===== src/rtl/aggregator_window_max.sv =====
// aggregator_window_max
//
// Sits behind the binary aggregator comparator tree and folds its per-cycle
// winner stream into windows. For each window it keeps the largest key seen
// and that key's data. The earliest entry wins on equal keys, which matches
// the tree. When a window closes, the result is presented on a valid/ready
// port. The block then stops accepting samples until the result is taken.
//
// A window closes in one of two ways:
//   - win_len samples have been accepted. win_len is latched on the window's
//     first sample, and a value of 0 is treated as 1.
//   - flush is asserted while the window holds data, or while a sample is
//     being accepted in the same cycle.
//
// Ports:
//   clk       rising-edge clock
//   rst       synchronous reset, active-high
//   key_in    winner key from the comparator tree
//   data_in   winner data from the comparator tree
//   vld_in    winner valid from the comparator tree
//   rdy_in    high while a sample can be accepted (ACCUM state)
//   win_len   samples per window, latched at window start
//   flush     close the current window early
//   out_key   max key of the closed window
//   out_data  data paired with out_key
//   out_cnt   number of samples in the closed window
//   out_vld   result valid
//   out_rdy   downstream accepts the result
module aggregator_window_max #(
    parameter int KEY_WIDTH  = 3,
    parameter int DATA_WIDTH = 4,
    parameter int CNT_WIDTH  = 8
) (
    input  logic                  clk,
    input  logic                  rst,
    input  logic [KEY_WIDTH-1:0]  key_in,
    input  logic [DATA_WIDTH-1:0] data_in,
    input  logic                  vld_in,
    output logic                  rdy_in,
    input  logic [CNT_WIDTH-1:0]  win_len,
    input  logic                  flush,
    output logic [KEY_WIDTH-1:0]  out_key,
    output logic [DATA_WIDTH-1:0] out_data,
    output logic [CNT_WIDTH-1:0]  out_cnt,
    output logic                  out_vld,
    input  logic                  out_rdy
);

    typedef enum logic {
        ACCUM = 1'b0,
        HOLD  = 1'b1
    } state_t;

    state_t                state_q;
    state_t                state_d;

    logic [CNT_WIDTH-1:0]  cnt_q;
    logic [CNT_WIDTH-1:0]  len_q;
    logic [KEY_WIDTH-1:0]  best_key_q;
    logic [DATA_WIDTH-1:0] best_data_q;

    logic                  accept;
    logic                  take;
    logic                  close;
    logic [CNT_WIDTH-1:0]  cnt_inc;
    logic [CNT_WIDTH-1:0]  eff_len;
    logic [CNT_WIDTH-1:0]  nxt_cnt;
    logic [KEY_WIDTH-1:0]  nxt_key;
    logic [DATA_WIDTH-1:0] nxt_data;

    assign rdy_in = (state_q == ACCUM);

    always_comb begin
        accept   = vld_in && (state_q == ACCUM);
        cnt_inc  = cnt_q + 1'b1;

        // On the first sample the length is not yet latched, so the
        // freshly clamped win_len decides whether a 1-sample window closes.
        if (cnt_q == '0) begin
            eff_len = (win_len == '0) ? CNT_WIDTH'(1) : win_len;
        end else begin
            eff_len = len_q;
        end

        // A strict compare keeps the incumbent on ties.
        take     = accept && ((cnt_q == '0) || (key_in > best_key_q));
        nxt_key  = take ? key_in : best_key_q;
        nxt_data = take ? data_in : best_data_q;
        nxt_cnt  = accept ? cnt_inc : cnt_q;

        close = (state_q == ACCUM) &&
                ((accept && (cnt_inc == eff_len)) ||
                 (flush && ((cnt_q != '0) || accept)));

        state_d = state_q;
        case (state_q)
            ACCUM:   if (close)   state_d = HOLD;
            HOLD:    if (out_rdy) state_d = ACCUM;
            default: state_d = ACCUM;
        endcase
    end

    always_ff @(posedge clk) begin
        if (rst) begin
            state_q <= ACCUM;
        end else begin
            state_q <= state_d;
        end
    end

    always_ff @(posedge clk) begin
        if (rst) begin
            cnt_q       <= '0;
            len_q       <= '0;
            best_key_q  <= '0;
            best_data_q <= '0;
            out_key     <= '0;
            out_data    <= '0;
            out_cnt     <= '0;
            out_vld     <= 1'b0;
        end else if (state_q == ACCUM) begin
            if (accept) begin
                cnt_q       <= cnt_inc;
                best_key_q  <= nxt_key;
                best_data_q <= nxt_data;
                if (cnt_q == '0) begin
                    len_q <= eff_len;
                end
            end
            if (close) begin
                out_key  <= nxt_key;
                out_data <= nxt_data;
                out_cnt  <= nxt_cnt;
                out_vld  <= 1'b1;
            end
        end else begin
            // HOLD: the result stays put until the downstream takes it.
            // Then the window state is cleared for the next window.
            if (out_rdy) begin
                out_vld     <= 1'b0;
                cnt_q       <= '0;
                best_key_q  <= '0;
                best_data_q <= '0;
            end
        end
    end

endmodule


===== config.mk =====
export PLATFORM = sky130hd
export DESIGN_NAME = aggregator_window_max
export DESIGN_NICKNAME = d
export VERILOG_FILES = /design/src/rtl/aggregator_window_max.sv
export SDC_FILE = /design/constraint.sdc
export NUM_CORES = 1
export LEC_CHECK = 0
export CORE_MARGIN = 3
export CORE_UTILIZATION = 34
export DETAILED_ROUTE_END_ITERATION = 16
export PLACE_DENSITY = 0.56
export RECOVER_POWER = 100
export REMOVE_ABC_BUFFERS = 1
export SYNTH_ARGS = -nofsm -noshare
export SYNTH_HDL_FRONTEND = slang
export SYNTH_SLANG_ARGS = --single-unit

===== constraint.sdc =====
create_clock -name clk -period 4.7 [get_ports clk]
set_input_delay 1.175 -clock clk [delete_from_list [all_inputs] [get_ports clk]]
set_output_delay 1.175 -clock clk [all_outputs]
set_load 0.02 [all_outputs]

==> flow_metrics.tcl <==
set metrics [dict create \
    holdWs_ns 0.461 \
    clock_skew_ns 0.00422 \
    synthMuxAreaShare_pct 4.22 \
    clock_power_share_pct 27.8 \
    status "completed" \
    cp.required_ns 4.89 \
    wl_per_cell_um 14.8 \
    internal_power_uw 548 \
    start_util_pct 35.7 \
    numPortBuffers 36 \
    num_antenna_cells 0 \
    cts_hold_buf 0 \
    grtUsageMet3_pct 2.98 \
    cts_buffer_depth 2 \
    max_freq_ghz 0.274 \
    synth_cell_types 50 \
    overflow 0 \
    wirelength_mm 6.23 \
    drt_first_pass_iters 4 \
    worst_slew_pin_slew_ns 0.975 \
    max_stage_delay_ns 0.74 \
    path_class "input port to register" \
    grtUsageTotal_pct 15.5 \
    slew_headroom_pct 34.8 \
    place_congestion 0.769 \
    cts_made_buffers 5 \
    htree_levels 2 \
    grt_pass1_vias 2206 \
    vias_per_cell 5.43 \
    fin_crit_sh_pct 77.7 \
    ctsResizeCount 0 \
    synth_xor_area_share_pct 3.20 \
    ys.flop_type "dfxtp_1" \
    slowest_stage "dlygate4sd3_1" \
    synth_edf_count 0 \
    final_area_sq_mm 0.00289 \
    synth_top_family_by_area "compound AO/OA/AOI/OAI gates" \
    grtUsageMet2_pct 25.3 \
    switching_share_pct 32.9 \
    yosys_warnings 0 \
    cts-root-buf "clkbuf_8" \
    post_dp_cell_area_sq_mm 0.00287 \
    std_cell_rows 30 \
    critPathCaptureType "register" \
    syn_inst 299 \
    core_area_sq_mm 0.00691 \
    syn_avg_cell_area_sq_um 8.24 \
    die_area_sq_mm 0.00830 \
    setup_viol 0 \
    startpoint_type "input port" \
    final.setup.tns_ns 0 \
    slew_viol_final 0 \
    antenna_found_initial 0 \
    grt_pass1_wl_mm 10.7 \
    post-route-min-period_ns 3.65 \
    dp.final_hpwl_mm 4.54 \
    seq_area_frac_synth_pct 32.5 \
    clock-sinks 40 \
    async_reset_ff_share_pct 0 \
    p_per_area_mw_per_mm2 282 \
    die_w_um 91.1 \
    cp_max_fo 15 \
    dr.first_iter.drc_count 105 \
    hold_violations 0 \
    dr_total_vias 2291 \
    top_usage_layer "met2" \
    ioPinCount 37 \
    synth-adder-area-share_pct 2.54 \
    cts_tree "built" \
    route.detailed.drc 0 \
    fin_cells 422 \
    synth_compound_area_share_pct 26.2 \
    fin_total_pwr_uw 816 \
    path_clk_slew_ns 0.08 \
    area_delta_synth_final_pct 17.3 \
    drive_gt1_share_pct 7.06 \
    grt_max_degree 32 \
    synthSimpleGateAreaFrac_pct 26.2 \
    cts_setup_buffers 0 \
    p_comb_share_pct 25.6 \
    nets 351 \
    hold_class "register to register" \
    syn_area_sq_mm 0.00246 \
    crit_chain "dlygate4sd3_1, nand2_1, a221o_1, nor4_1, nand4_1, clkbuf_1, and3_1, a211o_1" \
    die_h_um 91.1 \
    power.leakage_uw 0.00108 \
    power.share.sequential_pct 46.6 \
    peakVddDrop_mv 0.121 \
    fillerInstances 742 \
    cpLargestDelayFamily "buffers and inverters" \
    gr-usage-met1_pct 21.0 \
    crit_arrival_ns 3.84 \
    clk-insertion-delay-late_ns 0.29 \
    ant_nets 0 \
    rsz0062_at_grt "false" \
    cp.buffers_inverters 2 \
    maxCapViolCount 0 \
    dp.cells 415 \
    p_switching_uw 269 \
    ys_ff_latch 40 \
]
[cell usage in the layout, fill, tap and decap left out, types with 4 or more instances in the layout]
master / count
clkbuf_8: 5
mux2i_1: 7
o21ai_2: 4
inv_1: 6
xor2_1: 4
o211ai_1: 11
a21oi_1: 27
xnor2_1: 5
nor3_1: 6
dfxtp_1: 40
nor2b_1: 4
a22oi_1: 7
or3_1: 4
dlygate4sd3_1: 19
nor2_1: 22
nand2_1: 31
ha_1: 5
clkdlybuf4s50_1: 17
nand3_1: 31
a211oi_1: 7
nor4_1: 5
o21ai_0: 11
[cell type report]
cell class	count	area (sq um)	area share (%)
clock buffers	5	68.8	2.38
clock inverters	2	12.5	0.433
well taps	96	120	4.16
flip-flops and latches	40	801	27.7
multi-input cells	233	1490	51.4
repair buffers	40	379	13.1
inverters	6	22.5	0.779
[power groups by stage]
stage / logic (uW) / registers, uW / clock network (uW)
after floorplan: 132 / 392 / 0
after global routing: 233 / 384 / 244
after global placement: 217 / 388 / 0
after detailed placement: 217 / 388 / 0
after CTS: 219 / 381 / 237
final: 209 / 380 / 227
[flip-flops by register name, indices dropped and copies added (netlist names)]
register     flops
out_data         4
state_q          1
out_key          3
out_vld          1
out_cnt          8
best_data_q      4
len_q            8
best_key_q       3
cnt_q            8
[tightest hold or removal path, cell delays in order, from the launching register on]
cell,delay [ns]
dfxtp_1,0.31
nand2_1,0.05
a21oi_1,0.06
[cells in the mapped netlist (3+ instances only)]
cell      instances  area [sq um]
a21oi_1          27           135
xor2_1            4          35.0
xnor2_1           5          43.8
nand2_1          31           116
nor3_1            6          30.0
nor4_1            5          31.3
inv_1             6          22.5
o21ai_2           4          35.0
clkbuf_1         12          45.0
ha_1              5          62.6
o21a_1            3          22.5
and3_1            3          18.8
buf_6             3          33.8
or3_1             4          25.0
nand3_1          31           155
nor2_1           22          82.6
a211oi_1          7          52.6
mux2i_1           7          70.1
dfxtp_1          40           801
o21ai_0          11          55.1
o211ai_2         10           125
a21boi_0          3          22.5
nor2b_1           4          25.0
o211a_1           3          30.0
buf_2             5          25.0
a22oi_1           7          52.6
[worst paths after layout]
check / from / end / slack, ns / cells past startpoint
setup / recovery: vld_in / out_cnt[1] / 1.05 / 8
hold / removal: len_q[1] / len_q[1] / 0.46 / 2
setup reg to reg: cnt_q[2] / out_cnt[1] / 1.42 / 8
hold reg to reg: len_q[1] / len_q[1] / 0.46 / 2
[cell families after synthesis]
group,after synthesis
adder cells (fa/ha/maj),5
AND/OR/NAND/NOR,120
multiplexers,10
buffers and inverters,26
AO/OA/AOI/OAI,89
XOR/XNOR,9
flip-flops,40
[per-stage QoR]
step	worst slack (ns)	util, %
6_report	1.05	41.8
3_5_place_dp	0.812	41.6
3_3_place_gp	0.790	41.6
5_1_grt	0.859	41.8
4_1_cts	1.12	42.7
2_1_floorplan	1.50	-
[layer usage]
metal | part of all wire [%] | up-vias
li1 | - | 1162
met1 | 49 | 1086
met2 | 47 | 37
met3 | 2.4 | 6
met4 | 1.3 | 0
met5 | 0 | -
No activity file was read; power rests on OpenSTA's default activity.
